**src/rtl/stream_fifo.sv**
```systemverilog
`default_nettype none
// +----------------------------------------------------------------------------+
// | stream_fifo: FWFT valid/ready FIFO, any DEPTH>=2, programmable AF/AE flags  |
// | Optional high-water mark enabled by defining STREAM_FIFO_HWM_EN.             |
// | Revision: 1.0                                                                |
// +----------------------------------------------------------------------------+
module stream_fifo #(
  parameter int DATA_WIDTH = 32,
  parameter int DEPTH      = 16,
  localparam int CW        = $clog2(DEPTH + 1)
) (
  input  logic                  clk_i,
  input  logic                  rst_n_i,
  input  logic                  flush_i,
  input  logic                  s_valid_i,
  output logic                  s_ready_o,
  input  logic [DATA_WIDTH-1:0] s_data_i,
  output logic                  m_valid_o,
  input  logic                  m_ready_i,
  output logic [DATA_WIDTH-1:0] m_data_o,
  input  logic [CW-1:0]         af_thresh_i,
  input  logic [CW-1:0]         ae_thresh_i,
  output logic                  full_o,
  output logic                  empty_o,
  output logic                  almost_full_o,
  output logic                  almost_empty_o,
  output logic [CW-1:0]         count_o,
  output logic [CW-1:0]         free_o,
  input  logic                  hwm_clr_i,
  output logic [CW-1:0]         hwm_o
);

  localparam int PW = (DEPTH > 1) ? $clog2(DEPTH) : 1;

  logic [DATA_WIDTH-1:0] mem_q [DEPTH];
  logic [PW-1:0]         wr_ptr_q;
  logic [PW-1:0]         rd_ptr_q;
  logic [CW-1:0]         count_q;
  logic [CW-1:0]         count_d;
  logic [CW-1:0]         w_count;
  logic                  w_push;
  logic                  w_pop;

  function automatic logic [PW-1:0] f_next(input logic [PW-1:0] p);
    return (p == PW'(DEPTH - 1)) ? '0 : p + 1'b1;
  endfunction

  // Handshakes are blocked during reset and flush, so neither side sees a transfer.
  assign s_ready_o = rst_n_i && !flush_i && (count_q != CW'(DEPTH));
  assign m_valid_o = rst_n_i && !flush_i && (count_q != '0);
  assign w_push    = s_valid_i && s_ready_o;
  assign w_pop     = m_valid_o && m_ready_i;
  assign m_data_o  = m_valid_o ? mem_q[rd_ptr_q] : '0;

  assign w_count        = rst_n_i ? count_q : '0;
  assign full_o         = (w_count == CW'(DEPTH));
  assign empty_o        = (w_count == '0);
  assign almost_full_o  = (w_count >= af_thresh_i);
  assign almost_empty_o = (w_count <= ae_thresh_i);
  assign count_o        = w_count;
  assign free_o         = CW'(DEPTH) - w_count;

  always_comb begin
    count_d = count_q;
    if (flush_i) begin
      count_d = '0;
    end else if (w_push && !w_pop) begin
      count_d = count_q + 1'b1;
    end else if (!w_push && w_pop) begin
      count_d = count_q - 1'b1;
    end
  end

  always_ff @(posedge clk_i) begin
    if (w_push) begin
      mem_q[wr_ptr_q] <= s_data_i;
    end
  end

  always_ff @(posedge clk_i) begin
    if (!rst_n_i) begin
      wr_ptr_q <= '0;
      rd_ptr_q <= '0;
      count_q  <= '0;
    end else if (flush_i) begin
      wr_ptr_q <= '0;
      rd_ptr_q <= '0;
      count_q  <= '0;
    end else begin
      if (w_push) wr_ptr_q <= f_next(wr_ptr_q);
      if (w_pop)  rd_ptr_q <= f_next(rd_ptr_q);
      count_q <= count_d;
    end
  end

`ifdef STREAM_FIFO_HWM_EN
  logic [CW-1:0] hwm_q;

  // Flush yields count_d == 0, which never exceeds the mark, so hwm holds.
  always_ff @(posedge clk_i) begin
    if (!rst_n_i) begin
      hwm_q <= '0;
    end else if (hwm_clr_i) begin
      hwm_q <= count_d;
    end else if (count_d > hwm_q) begin
      hwm_q <= count_d;
    end
  end

  assign hwm_o = rst_n_i ? hwm_q : '0;
`else
  logic w_unused_hwm_clr;

  assign w_unused_hwm_clr = hwm_clr_i;
  assign hwm_o            = '0;
`endif

endmodule
`default_nettype wire
```
**config.mk**
```make
export PLATFORM = sky130hd
export DESIGN_NAME = stream_fifo
export DESIGN_NICKNAME = d
export VERILOG_FILES = /design/src/rtl/stream_fifo.sv
export SDC_FILE = /design/constraint.sdc
export NUM_CORES = 1
export LEC_CHECK = 0
export CAP_MARGIN = 20
export CORE_MARGIN = 4
export CORE_UTILIZATION = 25
export CTS_CLUSTER_SIZE = 40
export DETAILED_ROUTE_END_ITERATION = 10
export RECOVER_POWER = 50
export SYNTH_ARGS = -nofsm -noshare
export SYNTH_HDL_FRONTEND = slang
export SYNTH_SLANG_ARGS = --single-unit
```
**constraint.sdc**
```tcl
create_clock -name clk_i -period 5.5 [get_ports clk_i]
set_input_delay 0.55 -clock clk_i [delete_from_list [all_inputs] [get_ports clk_i]]
set_output_delay 0.55 -clock clk_i [all_outputs]
set_load 0.1 [all_outputs]
```
# == Word-level counts from Yosys, hierarchy flattened ==
# Memories as Yosys holds them, arrays and structs flattened. A register that Yosys moved wholly into a read port is not among the register bits.
# Cells that the tools add are included.
# word_totals
inputBits,48
mem_bits_rw,512
reg_bits,13
output_inout_bits,53
memories,1
# memory_table
memory,depth,word_bits,read_ports,rd_clocked_by_memory_dff,wr,line_no,source
mem_q,16,32,1,1,1,35,logic [DATA_WIDTH-1:0] mem_q [DEPTH];
# op_classes
n_reduce_logical,14
n_mux,10
n_lt_le_gt_ge,2
add_sub_neg,5
n_eq_ne,4
n_bitwise,1
# op_table
op,count
two-way mux 32 bit,1
two-way mux 4 bit,4
two-way mux 5 bit,3
"adder 4 x 1 -> 4 bit, second input constant",2
"equality test 4 bit, second input constant",2
logical AND 1 bit,7
"adder 5 x 1 -> 5 bit, second input constant",1
"equality test 5 bit, second input constant",1
>= comparator 5 bit,1
less-or-equal comparator 5 bit,1
logical NOT 5 bit,1
"!= test 5 bit, second input constant",1
nonzero test 5 bit,1
"subtractor 5 x 1 -> 5 bit, second input constant",1
"subtractor 5 bit, first input constant",1
logical NOT 1 bit,3
two-way mux 1 bit,2
nonzero test 2 bit,1
OR reduction 2 bit,1
NOT 1 bit,1

# == Logic depth before layout (Yosys ltp) ==
# Gate-level depths: netlist (run 1).
# logic_depth
depth_word,8
mapped_depth,11

# == Worst setup path before layout (run 1) ==
# OpenSTA, ideal clock, no wires.
# synth_timing
kind,input to output
from,input port rst_n_i
to,output port almost_full_o
required_ns,4.950
path_slack_ns,1.071
t_arrival_ns,3.879
n_path_buf,0
path_stages,5
path_cell_list,and2_1 ha_1 a21o_1 a21oi_1 o21ai_0
# synth_between
elab_chain_len,2
# synth_rtl
element,line_no,source
"start, declared",13,"input logic rst_n_i,"
two-way mux 5 bit,55,assign w_count = rst_n_i ? count_q : '0;
>= comparator 5 bit,58,assign almost_full_o = (w_count >= af_thresh_i);
"end, declared",25,"output logic almost_full_o,"
# Every way passes these cells.

# == Final worst setup path (run 1) ==
# layout_timing
from,input port rst_n_i
to,memory mem_q[7][16] (enable)
# layout_between
elab_chain_len,5
# layout_rtl
element,line_no,source
logical AND 1 bit (2 in series),49,assign s_ready_o = rst_n_i && !flush_i && (count_q != CW'(DEPTH));
logical AND 1 bit,51,assign w_push = s_valid_i && s_ready_o;
two-way mux 1 bit,75,if (w_push) begin
two-way mux 1 bit (not written as such),76,mem_q[wr_ptr_q] <= s_data_i;
"end, declared",35,
# Every way passes these cells.

==> qor.csv, run 1 <==
stage,metric,value,unit
setup_path,worst-path-buf-inv,2,
cells_and_area,finalNetCount,1181,
clock_network,cts_tree,built,
setup_path,start_kind,primary input,
power,peakVddDrop,0.187,mV
clock_network,clk_pin_slew,0.06,ns
logic_synthesis,synth_top_family_by_area,multiplexers,
power,p_per_area,318,nW/um^2
setup_path,arrival,4.40,ns
cells_and_area,final_area,24500,um^2
global_routing,grt_usage,9.94,%
cells_and_area,num-fill-cells,7851,
timing,finalSetupViolations,0,
placement,io_buffers,94,
timing,fin_hold_ws,0.565,ns
clock_network,cts-hold-fix-buffers,0,
routing,antenna_left,0,
setup_path,cp_top_family,simple AND/OR/NAND/NOR gates,
logic_synthesis,synth_simple_gate_area_share,2.09,%
setup_path,critPathMaxStageDelay,1.73,ns
global_routing,grt_pass1_vias,10497,
routing,drc_errors,0,
logic_synthesis,postSynthAreaPerCell,21.1,um^2
cells_and_area,areaGrowthSynthToFinish,17.5,%
cells_and_area,multi_input_area,4850,um^2
die,dieHeight,297,um
setup_path,path_max_fanout,17,
timing,slew_violations,74,
cells_and_area,drive_gt1_share,26.1,%
logic_synthesis,synth_compound_area_share,2.04,%
die,ios,101,
clock_network,cts_num_sinks,529,
status,outcome,"complete, but fails checks",
timing,period_share,76.2,%
routing,drtIter0Drc,639,
logic_synthesis,ys_seq_area_share,75.3,%
logic_synthesis,netlist_instances,989,
clock_network,postCtsSetupRepairBufs,0,
status,violations,"capacitance limit, slew limit",
logic_synthesis,synth_warnings,0,
global_routing,grt_pass1_wl,67600,um
placement,hpwl,26000,um
timing,maxSlewHeadroom,-78.1,%
logic_synthesis,async_flop_share,0,%
clock_network,cts_max_level,2,
clock_network,clk_latency,0.56,ns
worst_hold_path,hold_path_class,reg -> reg,
timing,hold_viol,0,
logic_synthesis,synth_area,20900,um^2
clock_network,clockBufferDepth,3,
logic_synthesis,muxShareOfSynthArea,17.1,%
logic_synthesis,synth_cell_types,51,
routing,routed_wl,44600,um
die,die_w,297,um
timing,rsz0062_at_grt,no,
die,dieArea,88200,um^2
setup_path,critical_path_class,in -> reg,
setup_path,cp_slowest_cell,nor2_1,
clock_network,cts_made_buffers,49,
setup_path,path_cells,"dlygate4sd3_1, nand2b_1, a211o_1, nor2_1, buf_4",
placement,gp_congestion,0.704,
flow_run,max_cap_viol_count,3,
timing,clock_skew,0.0115,ns
timing,setup-tns-final,0,ns
die,core.rowCount,105,
routing,num_vias,9682,
timing,fin_crit,4.19,ns
logic_synthesis,synth_ff_type,edfxtp_1,
die,initial_utilization,25.3,%
clock_network,root_buffer,clkbuf_16,
die,core_area,82400,um^2
placement,dp_cells,2129,
cells_and_area,fin_cells,2223,
logic_synthesis,synth_fa_ha_area_share,1.41,%
global_routing,antenna_found_initial,10,
routing,drt-wirelength-per-cell,20.1,um
timing,clock.fmax,239,MHz
setup_path,end_kind,flip-flop,
timing,worstMarginPinSlew,2.67,ns
setup_path,worstPathRequired,5.71,ns
logic_synthesis,synth_edf_count,512,
global_routing,grt_max_degree,56,
power,fin_total_pwr,7790,uW
routing,dr.pass1.iters,5,
global_routing,grt-ovfl-total,0,
clock_network,cts-resized-gates,0,
routing,viasPerCell,4.36,
cells_and_area,final-seq-area,15700,um^2
placement,place_area,23100,um^2
logic_synthesis,ys_ff_latch,529,
logic_synthesis,synth-xor-area-share,0.126,%
power,p_leak,0.00738,uW
[Yosys cell counts, types with 2 or more instances]
cell | instances | area (um^2)
a211o_1 | 2 | 17.5
a21o_1 | 3 | 22.5
a21oi_1 | 7 | 35.0
and2_1 | 2 | 12.5
buf_1 | 8 | 30.0
buf_2 | 11 | 55.1
buf_4 | 12 | 90.1
buf_6 | 7 | 78.8
clkbuf_1 | 15 | 56.3
clkbuf_2 | 2 | 10.0
dfxtp_1 | 17 | 340
edfxtp_1 | 512 | 15400
ha_1 | 22 | 275
inv_1 | 22 | 82.6
mux2_2 | 32 | 360
mux2i_1 | 33 | 330
mux4_2 | 128 | 2880
nand2_1 | 45 | 169
nand2b_1 | 2 | 12.5
nand3_1 | 10 | 50.1
nand4b_1 | 2 | 17.5
nor2_1 | 24 | 90.1
nor2b_1 | 2 | 12.5
nor3_1 | 4 | 20.0
o21ai_0 | 6 | 30.0
o21ai_1 | 31 | 155
o31ai_2 | 2 | 25.0
or4_1 | 2 | 15.0
xor2_1 | 2 | 17.5
[worst reg2reg max path: stages (launching register included)]
cell and delay (ns):
dfxtp_1 0.50, nor4_1 0.14, a211o_1 0.41, nor2_1 1.73, buf_4 0.58
[final cells by class]
type / instances / share of cell area, %
timing repair buffer: 121 / 4.47
clock inverter: 23 / 0.536
inverter: 22 / 0.337
tap: 1070 / 5.46
sequential: 529 / 64.1
multi-input combinational: 387 / 19.8
clock buffer: 65 / 5.24
antenna: 6 / 0.0612
[cells by family (layout without fill, tap and decap cells)]
family | Yosys count | in the layout
other | 1 | 11
DFF | 529 | 529
buffers and inverters | 77 | 231
adders and majority gates | 23 | 23
AOI/OAI and AO/OA | 65 | 65
muxes | 193 | 193
xor gates and xnor gates | 3 | 3
and+or+nand+nor | 98 | 98
[power breakdown]
part	total, uW	internal, uW	switching [uW]	leakage, uW
clock network	3080	1690	1390	0.000694
logic	277	78.1	199	0.00194
registers	4440	4430	11.8	0.00475
[per-layer routing]
metal	global-route usage, %	vias up	wire, um
li1	-	4291	-
met1	12.5	5166	19200
met2	17.7	145	22900
met3	1.92	74	1640
met4	2.53	6	883
met5	0	-	34
[path summary, 6_finish.rpt]
| path | from | to | slack [ns] | depth (start not counted) |
|---|---|---|---|---|
| worst max-delay path | rst_n_i | mem_q[7][16] | 1.31 | 5 |
| worst min-delay path | rd_ptr_q[1] | flip-flop | 0.57 | 2 |
| worst max register to register | count_q[0] | mem_q[7][16] | 1.78 | 4 |
| worst min register to register | rd_ptr_q[1] | flip-flop | 0.57 | 2 |
[registers in the layout (all words and copies together) (netlist names), named ones only]
name and flops:
mem_q 512, wr_ptr_q 4, rd_ptr_q 4, count_q 5
[stage by stage]
stage | worst slack [ns] | util, %
final | 1.31 | 29.8
after global routing | 0.998 | 29.8
after detailed placement | 1.35 | 28.1
after global placement | 1.41 | 28.1
after floorplan | 1.07 | -
after CTS | 1.59 | 29.8
[placed cells by master (no fill, tap or decap), types with 17 or more instances in the layout]
cell / synthesis / layout
edfxtp_1: 512 / 512
mux4_2: 128 / 128
buf_4: 12 / 55
clkbuf_16: 0 / 49
nand2_1: 45 / 45
mux2i_1: 33 / 33
dlygate4sd3_1: 0 / 33
mux2_2: 32 / 32
o21ai_1: 31 / 31
clkdlybuf4s50_1: 0 / 29
inv_1: 22 / 22
ha_1: 22 / 22
clkbuf_1: 15 / 17
(Power assumes the default switching activity.)
==> inputs of run 2 (changes only) <==
- clock period: 5.5 -> 4.15 ns (I/O delays scaled with it)
==> qor.csv, run 2 (same netlist as run 1, synthesis figures left out) <==
stage,metric,value,unit,change
status,outcome,"finished, final reports clean",,
clock_network,root_buffer,clkbuf_16,,
cells_and_area,final_cell_mix,"edfxtp_1 (512), mux4_2 (128), clkbuf_16 (51), nand2_1 (45), buf_12 (40)",,
timing,finalSetupViolations,0,,unchanged
setup_path,path_cells,"buf_12, mux4_2, mux2_2, nand2_1, o21ai_1, buf_12",,
clock_network,clk_latency,0.58,ns,+0.02 ns
power,netSwitchingPower,2150,uW,+34%
power,power.internal,8340,uW,+35%
routing,routed_wl,45300,um,+1.4%
timing,period_share,81.5,%,
setup_path,worstPathRequired,3.73,ns,-1.98 ns
die,core_area,82400,um^2,unchanged
cells_and_area,finalNetCount,1188,,+0.59%
setup_path,path_common_cell,buf_12,,
setup_path,critPathMaxStageDelay,0.69,ns,-1.04 ns
routing,viasPerCell,4.38,,+0.53%
routing,antenna_left,0,,unchanged
routing,drc_errors,0,,unchanged
power,pwr-share-seq,56.0,%,-0.9 points
clock_network,clk_pin_slew,0.06,ns,about the same
die,ios,101,,unchanged
clock_network,cts_max_level,2,,unchanged
cells_and_area,num-fill-cells,7785,,-0.84%
cells_and_area,final_area,25100,um^2,+2.3%
clock_network,clockBufferDepth,3,,unchanged
cells_and_area,multi_input_area,4870,um^2,+0.31%
cells_and_area,largest_register,mem_q,,
flow_run,max_cap_viol_count,0,,-3
global_routing,grt_pass1_vias,10449,,-0.46%
die,dieArea,88200,um^2,unchanged
cells_and_area,largest_registers,"mem_q x512, count_q x5",,
setup_path,cp_slowest_cell,dfxtp_4,,
timing,maxSlewHeadroom,23.9,%,+100 points
placement,io_buffers,94,,unchanged
timing,slew_violations,0,,-100%
global_routing,grt-ovfl-total,0,,unchanged
placement,hpwl,25700,um,-1.3%
cells_and_area,drive_gt1_share,28.2,%,+2.2 points
clock_network,cts-hold-fix-buffers,0,,unchanged
power,p_leak,0.00757,uW,+2.5%
setup_path,end_kind,output port,,
placement,place_area,23600,um^2,+2.1%
placement,gp_congestion,0.728,,+3.4%
worst_hold_path,hold_path_class,reg -> reg,,
setup_path,critical_path_class,reg -> out,,
timing,hold_viol,0,,unchanged
setup_path,start_kind,flip-flop,,
power,pwr-share-comb,3.7,%,about the same
timing,clock_skew,0.0217,ns,+0.0103 ns
cells_and_area,areaGrowthSynthToFinish,20.2,%,
routing,drtIter0Drc,589,,-7.8%
power,switching_share,20.5,%,-0.054 points
power,fin_total_pwr,10500,uW,+35%
clock_network,postCtsSetupRepairBufs,0,,unchanged
cells_and_area,final_common_cell,edfxtp_1,,
power,p_per_area,418,nW/um^2,+32%
die,dieHeight,297,um,unchanged
clock_network,cts_num_sinks,529,,unchanged
die,core.rowCount,105,,unchanged
timing,worstMarginPinSlew,1.14,ns,-1.53 ns
setup_path,arrival,2.97,ns,-1.43 ns
clock_network,cts_made_buffers,50,,+2.0%
power,pwr-share-clk,40.2,%,+0.7 points
global_routing,grt_usage,10.1,%,+0.12 points
timing,setup-tns-final,0,ns,unchanged
timing,clock.fmax,296,MHz,
timing,rsz0062_at_grt,no,,
setup_path,cp_top_family,multiplexers,,
clock_network,cts_tree,built,,
setup_path,worst-path-buf-inv,2,,unchanged
routing,dr.pass1.iters,4,,-1
cells_and_area,final-seq-area,15700,um^2,unchanged
setup_path,path_max_fanout,31,,+14
timing,fin_crit,3.38,ns,
cells_and_area,largest_register_ffs,512,,unchanged
die,initial_utilization,25.3,%,unchanged
routing,num_vias,9729,,+0.49%
routing,drt-wirelength-per-cell,20.4,um,+1.5%
global_routing,antenna_found_initial,11,,+1
power,peakVddDrop,0.277,mV,+49%
global_routing,grt_pass1_wl,67600,um,unchanged
global_routing,grt_max_degree,46,,-18%
die,die_w,297,um,unchanged
clock_network,cts-resized-gates,0,,unchanged
==> run 2: cell count changes in the layout (fill, tap and decap cells not counted), sizes merged, moves of 2 or more <==
cell           previous run  this run
diode                     6         4
clkdlybuf4s50            29        21
clkinv                   20        22
clkinvlp                  0         2
clkbuf                   66        58
inv                      24        22
buf                      58        73
==> run 2: path summary, 6_finish.rpt <==
path | cells past startpoint | end | slack, ns | startpoint
worst max-delay path | 6 | m_data_o[1] | 0.77 | flip-flop
worst min-delay path | 2 | flip-flop | 0.56 | rd_ptr_q[1]
worst max register to register | 9 | count_q[4] | 0.93 | count_q[2]
worst min register to register | 2 | flip-flop | 0.56 | rd_ptr_q[1]
==> run 2: cell type report <==
class                           count  area share (%)
Antenna cell                        4          0.0399
Clock buffer                       57            5.17
Clock inverter                     26           0.787
Inverter                           22           0.329
Multi-Input combinational cell    387            19.4
Sequential cell                   529            62.6
Tap cell                         1070            5.33
Timing Repair Buffer              127            6.31
==> run 2: metal layers <==
metal | GRT usage (%) | vias to the layer above | share of wire, %
met5 | 0 | - | 0.17
met1 | 12.3 | 5170 | 41
met2 | 18.2 | 185 | 53
met3 | 1.97 | 73 | 4.3
met4 | 2.78 | 12 | 2.3
li1 | - | 4289 | -
==> run 2: stage by stage <==
stage / cells / hold slack [ns] / worst slack, ns / utilization (%)
after CTS: 2218 / 0.550 / 0.655 / 30.5
after global placement: 2135 / 0.534 / 1.01 / 28.7
after floorplan: 993 / 0.503 / 0.379 / -
after global routing: 2220 / 0.597 / 0.571 / 30.5
after detailed placement: 2135 / 0.532 / 0.975 / 28.7
final: 2222 / 0.555 / 0.768 / 30.5
==> run 2: worst reg2reg max path, stage by stage, from the launching register on <==
cell      delay, ns
dfxtp_1        0.36
or4_1          0.68
o211ai_1       0.62
ha_1           0.30
inv_1          0.11
ha_1           0.36
a21oi_1        0.10
a211o_1        0.31
a211oi_1       0.20
a31o_2         0.13
==> run 2: power groups by stage <==
stage                     combinational (uW)  clock, uW  sequential (uW)
after global placement                   394          0             5990
after CTS                                406       4340             5880
after floorplan                          225          0             5990
final                                    393       4220             5880
after detailed placement                 405          0             6000
after global routing                     422       4560             5880
